**src/rtl/sprite_pkg.sv**
```systemverilog
// Shared types and constants for the coin sprite reader.
package sprite_pkg;

  typedef enum logic [1:0] {
    ST_IDLE,
    ST_SPIN,
    ST_POP,
    ST_DONE
  } state_t;

  localparam logic [23:0] TRANSPARENT_KEY = 24'h800080;
  localparam int unsigned DEF_SPRITE_W    = 20;
  localparam int unsigned DEF_SPRITE_H    = 20;

endpackage

```
**src/rtl/sprite_addr_gen.sv**
```systemverilog
// Sprite bounding-box test and ROM address arithmetic for the current scan pixel.
module sprite_addr_gen
  import sprite_pkg::*;
#(
  parameter int unsigned SPRITE_W = DEF_SPRITE_W,
  parameter int unsigned SPRITE_H = DEF_SPRITE_H
) (
  input  logic [9:0] i_coin_x,
  input  logic [9:0] i_eff_y,
  input  logic [9:0] i_draw_x,
  input  logic [9:0] i_draw_y,
  output logic       o_inside,
  output logic [8:0] o_addr
);

  logic [10:0] w_x0, w_x1, w_y0, w_y1, w_px, w_py;
  logic [8:0]  w_dx, w_dy;

  // 11-bit bounds so a sprite hanging off the right/bottom edge never wraps
  assign w_x0 = {1'b0, i_coin_x};
  assign w_x1 = w_x0 + 11'(SPRITE_W);
  assign w_y0 = {1'b0, i_eff_y};
  assign w_y1 = w_y0 + 11'(SPRITE_H);
  assign w_px = {1'b0, i_draw_x};
  assign w_py = {1'b0, i_draw_y};

  assign o_inside = (w_px >= w_x0) && (w_px < w_x1) && (w_py >= w_y0) && (w_py < w_y1);

  assign w_dx = 9'(i_draw_x - i_coin_x);
  assign w_dy = 9'(i_draw_y - i_eff_y);

  assign o_addr = o_inside ? 9'(w_dy * 9'(SPRITE_W) + w_dx) : '0;

endmodule

```
**src/rtl/coin_sprite_reader.sv**
```systemverilog
// Animated coin sprite: spin/pop FSM, frame sequencing and a two-stage ROM read pipeline.
module coin_sprite_reader
  import sprite_pkg::*;
#(
  parameter int unsigned SPRITE_W   = DEF_SPRITE_W,
  parameter int unsigned SPRITE_H   = DEF_SPRITE_H,
  parameter int unsigned NUM_FRAMES = 4,
  parameter int unsigned FRAME_HOLD = 6,
  parameter int unsigned POP_LEN    = 16
) (
  input  logic        Clk,
  input  logic        Reset_n,
  input  logic        frame_clk,
  input  logic        coin_active,
  input  logic        collect,
  input  logic [9:0]  coin_x,
  input  logic [9:0]  coin_y,
  input  logic [9:0]  draw_x,
  input  logic [9:0]  draw_y,
  input  logic [23:0] rom_color,
  output logic [8:0]  read_address,
  output logic [1:0]  frame_sel,
  output logic        pixel_on,
  output logic [23:0] pixel_color,
  output logic        busy
);

  state_t      r_state, w_state_nxt;
  logic        r_frame_clk;
  logic [7:0]  r_hold;
  logic [1:0]  r_frame_sel;
  logic [9:0]  r_pop_ofs;
  logic [8:0]  r_read_address;
  logic        r_inside_q;
  logic        r_pixel_on;
  logic [23:0] r_pixel_color;

  logic        w_tick, w_animate, w_pop_last, w_inside;
  logic [1:0]  w_frame_nxt;
  logic [9:0]  w_eff_y;
  logic [8:0]  w_addr;

  assign w_tick      = frame_clk & ~r_frame_clk;
  assign w_animate   = (r_state == ST_SPIN) || (r_state == ST_POP);
  assign w_pop_last  = (r_pop_ofs == 10'(POP_LEN - 1));
  assign w_frame_nxt = (r_frame_sel == 2'(NUM_FRAMES - 1)) ? '0 : r_frame_sel + 2'd1;
  assign w_eff_y     = (coin_y >= r_pop_ofs) ? coin_y - r_pop_ofs : '0;

  always_comb begin
    w_state_nxt = r_state;
    case (r_state)
      ST_IDLE: if (coin_active) w_state_nxt = ST_SPIN;
      ST_SPIN: begin
        if (!coin_active)  w_state_nxt = ST_IDLE;
        else if (collect)  w_state_nxt = ST_POP;
      end
      ST_POP: begin
        if (!coin_active)                w_state_nxt = ST_IDLE;
        else if (w_tick && w_pop_last)   w_state_nxt = ST_DONE;
      end
      ST_DONE: if (!coin_active) w_state_nxt = ST_IDLE;
      default: w_state_nxt = ST_IDLE;
    endcase
  end

  // Counters act on the current state, so a tick coinciding with collect still advances the frame
  always_ff @(posedge Clk or negedge Reset_n) begin
    if (!Reset_n) begin
      r_state     <= ST_IDLE;
      r_frame_clk <= 1'b0;
      r_hold      <= '0;
      r_frame_sel <= '0;
      r_pop_ofs   <= '0;
    end else begin
      r_state     <= w_state_nxt;
      r_frame_clk <= frame_clk;
      if (r_state == ST_IDLE) begin
        r_hold      <= '0;
        r_frame_sel <= '0;
        r_pop_ofs   <= '0;
      end else begin
        if (w_animate && w_tick) begin
          if (r_hold == 8'(FRAME_HOLD - 1)) begin
            r_hold      <= '0;
            r_frame_sel <= w_frame_nxt;
          end else begin
            r_hold <= r_hold + 8'd1;
          end
        end
        if ((r_state == ST_POP) && w_tick) r_pop_ofs <= r_pop_ofs + 10'd1;
      end
    end
  end

  sprite_addr_gen #(
    .SPRITE_W (SPRITE_W),
    .SPRITE_H (SPRITE_H)
  ) u_addr_gen (
    .i_coin_x (coin_x),
    .i_eff_y  (w_eff_y),
    .i_draw_x (draw_x),
    .i_draw_y (draw_y),
    .o_inside (w_inside),
    .o_addr   (w_addr)
  );

  always_ff @(posedge Clk or negedge Reset_n) begin
    if (!Reset_n) begin
      r_read_address <= '0;
      r_inside_q     <= 1'b0;
      r_pixel_on     <= 1'b0;
      r_pixel_color  <= '0;
    end else begin
      r_read_address <= w_addr;
      r_inside_q     <= w_inside;
      r_pixel_color  <= rom_color;
      r_pixel_on     <= r_inside_q && w_animate && (rom_color != TRANSPARENT_KEY);
    end
  end

  assign read_address = r_read_address;
  assign frame_sel    = r_frame_sel;
  assign pixel_on     = r_pixel_on;
  assign pixel_color  = r_pixel_color;
  assign busy         = (r_state != ST_IDLE);

endmodule

```
**config.mk**
```make
export PLATFORM = sky130hd
export DESIGN_NAME = coin_sprite_reader
export DESIGN_NICKNAME = d
export VERILOG_FILES = /design/src/rtl/sprite_pkg.sv /design/src/rtl/sprite_addr_gen.sv /design/src/rtl/coin_sprite_reader.sv
export SDC_FILE = /design/constraint.sdc
export NUM_CORES = 1
export LEC_CHECK = 0
export ABC_AREA = 0
export CAP_MARGIN = 20
export CORE_ASPECT_RATIO = 0.9
export CORE_MARGIN = 1
export CORE_UTILIZATION = 45
export CTS_BUF_LIST = sky130_fd_sc_hd__clkbuf_4 sky130_fd_sc_hd__clkbuf_8
export CTS_CLUSTER_DIAMETER = 40
export DETAILED_ROUTE_END_ITERATION = 8
export GPL_ROUTABILITY_DRIVEN = 0
export PLACE_DENSITY = 0.84
export RECOVER_POWER = 50
export SLEW_MARGIN = 0
export SYNTH_ARGS = -nofsm -noshare
export SYNTH_HDL_FRONTEND = slang
export SYNTH_SLANG_ARGS = --single-unit
export TNS_END_PERCENT = 5
```
**constraint.sdc**
```tcl
create_clock -name Clk -period 7.46 [get_ports Clk]
set_clock_uncertainty 0.15 [all_clocks]
set_input_delay 1.865 -clock Clk [delete_from_list [all_inputs] [get_ports Clk]]
set_output_delay 1.865 -clock Clk [all_outputs]
set_load 0.05 [all_outputs]
```
==> results of run 1 <==
-- cell usage in the layout (no fill, tap or decap), drive strengths merged, types with 10 or more instances in the layout --
cell           Yosys  routed
a21o              10      10
a21oi             22      22
buf                1      10
clkbuf             4      12
clkdlybuf4s50      0      79
dfrtp             58      58
dlygate4sd3        0      25
fa                11      11
ha                71      71
inv               51      51
nand2             43      43
nand3             14      14
nor2              27      27
o21ai             32      32
xnor2             31      31
xor2              10      10
-- how the worst min path moves through the flow --
stage | start | to | slack, ps
after floorplan | r_inside_q | pixel_on | 310
after global placement | r_hold[1] | r_hold[1] | 360
after detailed placement | r_hold[7] | r_hold[7] | 370
after CTS | r_inside_q | pixel_on | 390
after global routing | r_inside_q | pixel_on | 390
final | r_inside_q | pixel_on | 370
-- registers in the layout (all words and copies together), names as in the netlist --
signal,count
r_hold,8
r_frame_clk,1
read_address,9
frame_sel,2
r_inside_q,1
pixel_color,24
r_pop_ofs,10
r_state,2
pixel_on,1
-- routing by layer --
layer | global-route usage | part of all wire | up-vias
met2 | 0.3724 | 0.49 | 128
li1 | - | - | 1960
met5 | 0 | 0 | -
met3 | 0.03271 | 0.057 | 17
met4 | 0.08212 | 0.013 | 0
met1 | 0.2719 | 0.44 | 1933
-- kinds of logic (layout without fill, tap and decap cells) --
logic type      Yosys count  after routing  synth area share
compound gates          105            105            0.1544
xor+xnor                 41             41           0.07938
fa+ha+maj                82             82            0.2400
buf+inv                  56            182           0.04578
flops                    58             58            0.3143
simple gates            145            145            0.1661
-- cell type report --
type / count / area share
flip-flops and latches: 58 / 0.2365
well taps: 126 / 0.02569
multi-input cells: 373 / 0.4883
repair buffers: 115 / 0.1821
inverters: 51 / 0.03119
clock buffers: 11 / 0.02365
clock inverters: 5 / 0.01264
-- per-stage QoR --
step                utilization  area, µm²
floorplan                     -       4618
global placement         0.5973       5869
detailed placement       0.5973       5869
CTS                      0.6199       6092
global route             0.6245       6137
finish                   0.6245       6137
-- power breakdown --
| part | switching, mW | leakage (nW) | internal, mW |
|---|---|---|---|
| Combinational | 0.455 | 1.87 | 0.355 |
| Clock | 0.118 | 0.113 | 0.200 |
| Sequential | 0.0175 | 0.747 | 0.342 |
-- worst register-to-register path, cell delays in order, from the launching register on --
cell,delay (ps)
dfrtp_1,470
ha_1,220
inv_1,60
fa_1,400
a211oi_2,240
o211ai_1,140
nand2_1,110
a21oi_1,70
buf_4,170
nor2b_1,140
ha_1,180
nand2b_1,150
a21boi_0,280
nor2_1,90
xnor2_1,210
ha_1,280
ha_1,230
fa_2,360
xor2_2,160
fa_2,360
xnor2_2,160
xnor2_2,140
xnor2_1,200
xnor2_1,150
xnor2_1,150
xnor2_1,110
nor3b_2,200
-- what timing repair did --
item / in CTS / in global routing
endpoints found under the setup margin: 0 / 1
hold buffers: 0 / 0
buffers inserted: 0 / 1
gates resized for setup: 0 / 8
==> flow_metrics.tcl, run 1 <==
set metrics [dict create \
    status "complete, but fails checks" \
    violations "capacitance limit, slew limit" \
    synth_cell_types 59 \
    crit_path_end "read_address[8]" \
    dieHeight_um 98.11 \
    clockBufferDepth 2 \
    maxSlewHeadroom -0.9843 \
    hold_path_class "reg2reg" \
    synth.most_common_cell "ha_1" \
    drt_iter0_drc 148 \
    fin_tns_setup_ps 0 \
    timing.final.ws_setup_ps 305.7 \
    power.density_mw_per_mm2 242.2 \
    cpMostUsedCell "xnor2_1" \
    max_freq_mhz 139.8 \
    totalWireLength_um 11100 \
    r2r-end "read_address[8]" \
    tightest_slew_ps 2976 \
    ioPinCount 106 \
    die_w_um 108.8 \
    cp_slowest_cell "clkdlybuf4s50_1" \
    p_leak_nw 2.729 \
    antenna_found_initial 0 \
    slew_violations 59 \
    clk_pin_slew_ps 70 \
    netlist.area_leader.share 0.3143 \
    drc 0 \
    avgSynthCellArea_um2 9.483 \
    drt_pass1_iterations 4 \
    dp_slack_ps -194.7 \
    synth.area.top_cells "dfrtp_1 (31%), ha_1 (19%), xnor2_1 (5.9%)" \
    synth_common_cells "ha_1 (71), dfrtp_1 (58), inv_1 (50), nand2_1 (42)" \
    crit_path_max_incr_delay_ps 400 \
    crit_family "adder cells" \
    multi_input_area_mm2 0.002997 \
    worstSkewPairLatency_ps 320 \
    grt_start_max_net_pins 59 \
    final_hold_viol_count 0 \
    nNetsFinal 759 \
    placement.io_buffers 105 \
    reg2reg_slack_ps 1790 \
    power_mw 1.486 \
    nFillCells 814 \
    async_flop_share 1.000 \
    drtAntennaViolNets 0 \
    startpoint "coin_y[0]" \
    timing.rr.start "r_pop_ofs[0]" \
    cts_buffers 9 \
    grt_first_pass_wirelength_um 18270 \
    crit_path_max_fanout 9 \
    r2r_cells 26 \
    rows 34 \
    clock_sinks 58 \
    cp.depth 28 \
    floorplan.initialDensity 0.4700 \
    period_needed_ps 7154 \
    cts_max_level 3 \
    synth_edf_count 0 \
    wl_per_cell_um 15.02 \
    dp_hpwl_um 9079 \
    synth_ff_type "dfrtp_1" \
    syn_area_mm2 0.004618 \
    cts-root-buf "clkbuf_8" \
    ir_worst_vdd_v 0.0001712 \
    grt_pass1_vias 4087 \
    gr-usage-all-layers 0.2167 \
    netlist_instances 487 \
    grt.overflow.total 0 \
    ys_ff_latch 58 \
    hold_slack_ps 373.3 \
    synth_fp_nets 638 \
    min_period_over_period 0.9590 \
    cp-end-kind "register" \
    syn_to_final_growth_pct 32.89 \
    via_count 4038 \
    min_path_cells 2 \
    cts_tree "yes" \
    cp.required_ps 7550 \
    start_kind "primary input" \
    diodes 0 \
    yosysWarnings 0 \
    critPathKind "in2reg" \
    arrival_ps 7240 \
    yosys.area.top_type "dfrtp_1" \
    ff_latch_area_mm2 0.001451 \
    rsz0062_at_grt "no" \
    seq_area_frac_synth 0.3143 \
    core_mm2 0.009827 \
    setup_viol 0 \
    drive_above_1_share 0.07178 \
    via_per_inst 5.464 \
    stdcell_count 739 \
    crit_buf_inv 4 \
    place_inst 722 \
    max_cap_viol_count 1 \
    dieArea_mm2 0.01067 \
]
Note: power is estimated with default switching activity, not from simulation.
==> run 2, diff against run 1 <==
- PLACE_DENSITY: 0.84 -> 0.71
==> run 2 against run 1 <==
Compared with the run above: the flow still finishes with violations (capacitance limit, slew limit); critical path depth is the same; flip-flop and latch count unchanged; combinational power shrank 2%; worst hold slack lost 24 ps; total power increased by 1.3%; clock power increased by 11%; core utilization is 0.064 points lower; first-iteration DRC count fell by 8.1%; count of clock-buffer cells in the layout unchanged; cell count shrank 0.14%; final area shrank 0.10%; largest power group unchanged.
==> flow_metrics.tcl, run 2 (synthesized netlist as in run 1, its figures left out) <==
set metrics [dict create \
    status "complete, but fails checks" \
    violations "capacitance limit, slew limit" \
    fin_tns_setup_ps 0 \
    clock_sinks 58 \
    dp_hpwl_um 8886 \
    min_from "r_inside_q" \
    cts_tree "yes" \
    slew_violations 59 \
    placement.io_buffers 105 \
    startpoint "coin_y[0]" \
    p_sw_mw 0.5930 \
    setup_viol 0 \
    stdcell_count 738 \
    diodes 0 \
    ioPinCount 106 \
    antenna_found_initial 0 \
    place_inst 720 \
    ir_worst_vdd_v 0.0001649 \
    cts_max_level 3 \
    start_kind "primary input" \
    cts_buffers 9 \
    grt_start_max_net_pins 59 \
    power.density_mw_per_mm2 245.6 \
    wl_per_cell_um 14.91 \
    drive_above_1_share 0.06699 \
    arrival_ps 7240 \
    r2r_cells 25 \
    grt_pass1_vias 3960 \
    drtAntennaViolNets 0 \
    clkPwrFrac 0.234 \
    dieHeight_um 98.11 \
    clk_pin_slew_ps 60 \
    totalWireLength_um 11000 \
    core_mm2 0.009827 \
    reg2reg_slack_ps 1900 \
    max_freq_mhz 140.0 \
    maxSlewHeadroom -1.028 \
    gr-usage-all-layers 0.2146 \
    combPwrFrac 0.527 \
    tightest_slew_ps 3042 \
    multi_input_area_mm2 0.002979 \
    dieArea_mm2 0.01067 \
    cts-root-buf "clkbuf_8" \
    via_count 3905 \
    crit_path_max_fanout 6 \
    nFillCells 871 \
    layout_common_cells "clkdlybuf4s50_1 (79), ha_1 (71), dfrtp_1 (58)" \
    hold_slack_ps 349.5 \
    min_to "pixel_on" \
    syn_to_final_growth_pct 32.76 \
    grt_first_pass_wirelength_um 18150 \
    rows 34 \
    layout_commonest_cell "clkdlybuf4s50_1" \
    cts-hold-fix-buffers 0 \
    timing.rr.start "r_pop_ofs[4]" \
    final_core_util 0.6239 \
    period_needed_ps 7141 \
    drc 0 \
    via_per_inst 5.291 \
    die_w_um 108.8 \
    min_period_over_period 0.9573 \
    clockBufferDepth 2 \
    floorplan.initialDensity 0.4700 \
    ff_latch_area_mm2 0.001451 \
    seqPwrFrac 0.239 \
    power_mw 1.506 \
    p_leak_nw 2.727 \
    grt.overflow.total 0 \
    nNetsFinal 758 \
    p_int_mw 0.9125 \
    critPathKind "in2reg" \
    min_path_cells 2 \
    drt_pass1_iterations 4 \
    worstSkewPairLatency_ps 340 \
    drt_iter0_drc 136 \
    cp.required_ps 7560 \
    max_cap_viol_count 1 \
    cp-end-kind "register" \
    p_sw_frac 0.3939 \
    final_hold_viol_count 0 \
    largest_reg_flops 24 \
    r2r-end "read_address[8]" \
    hold_path_class "reg2reg" \
]
[run 2: changes by cell type in the layout (fill, tap and decap cells not counted), sizes merged]
cell    change
bufinv      +1
clkinv      -1
buf         -1
[run 2: worst max-delay path, cell delays in order]
cell             delay (ps)
clkdlybuf4s50_1         500
inv_1                    60
ha_1                    200
inv_1                    70
fa_2                    210
a211oi_2                 70
o211ai_1                210
nand2_1                 100
a21oi_1                 130
buf_4                   150
nor2b_2                 140
ha_1                    170
inv_1                    50
fa_1                    380
a21o_1                  180
a21oi_2                 180
xnor2_1                 170
ha_1                    310
fa_1                    440
xor2_1                  180
fa_2                    360
xnor2_2                 140
xnor2_1                 190
xnor2_1                 160
xnor2_1                 170
xnor2_1                 160
xnor2_1                 100
nor3b_1                 200
[run 2: routing by layer]
layer / up-vias / track usage / part of all wire
met3: 12 / 0.03672 / 0.054
met1: 1823 / 0.2791 / 0.47
li1: 1959 / - / -
met2: 111 / 0.3603 / 0.47
met4: 0 / 0.06861 / 0.012
met5: - / 0 / 0
[run 2: area by class of cell]
cell class              count  area share
clock buffers              11     0.02265
clock inverters             5     0.01673
inverters                  51     0.03122
multi-input cells         373      0.4859
flip-flops and latches     58      0.2367
well taps                 126     0.02571
repair buffers            114      0.1810
[run 2: stage by stage]
step	worst slack, ps	instance area (µm²)
floorplan	422.2	4618
global placement	83.86	5854
detailed placement	-150.8	5854
CTS	180.9	6096
global route	-66.39	6131
finish	318.6	6131
[run 2: power by group through the flow]
| stage | Combinational, mW | Clock, mW | Sequential [mW] |
|---|---|---|---|
| 2_1_floorplan | 0.491 | 0 | 0.429 |
| 5_1_grt | 0.873 | 0.374 | 0.364 |
| 6_report | 0.793 | 0.353 | 0.359 |
| 4_1_cts | 0.777 | 0.358 | 0.359 |
| 3_5_place_dp | 0.772 | 0 | 0.365 |
| 3_3_place_gp | 0.748 | 0 | 0.364 |
[run 2: worst max-delay path by stage]
stage / slack [ps] / to / depth (start not counted)
after floorplan: 420 / read_address[8] / 25
after global placement: 80 / read_address[8] / 28
after detailed placement: -150 / read_address[8] / 28
after CTS: 180 / read_address[8] / 28
after global routing: -70 / read_address[8] / 28
final: 320 / read_address[8] / 28
[run 2: what timing repair did]
item,CTS,global route
setup buffers,0,2
setup endpoints to repair,0,1
gates resized for setup,0,6
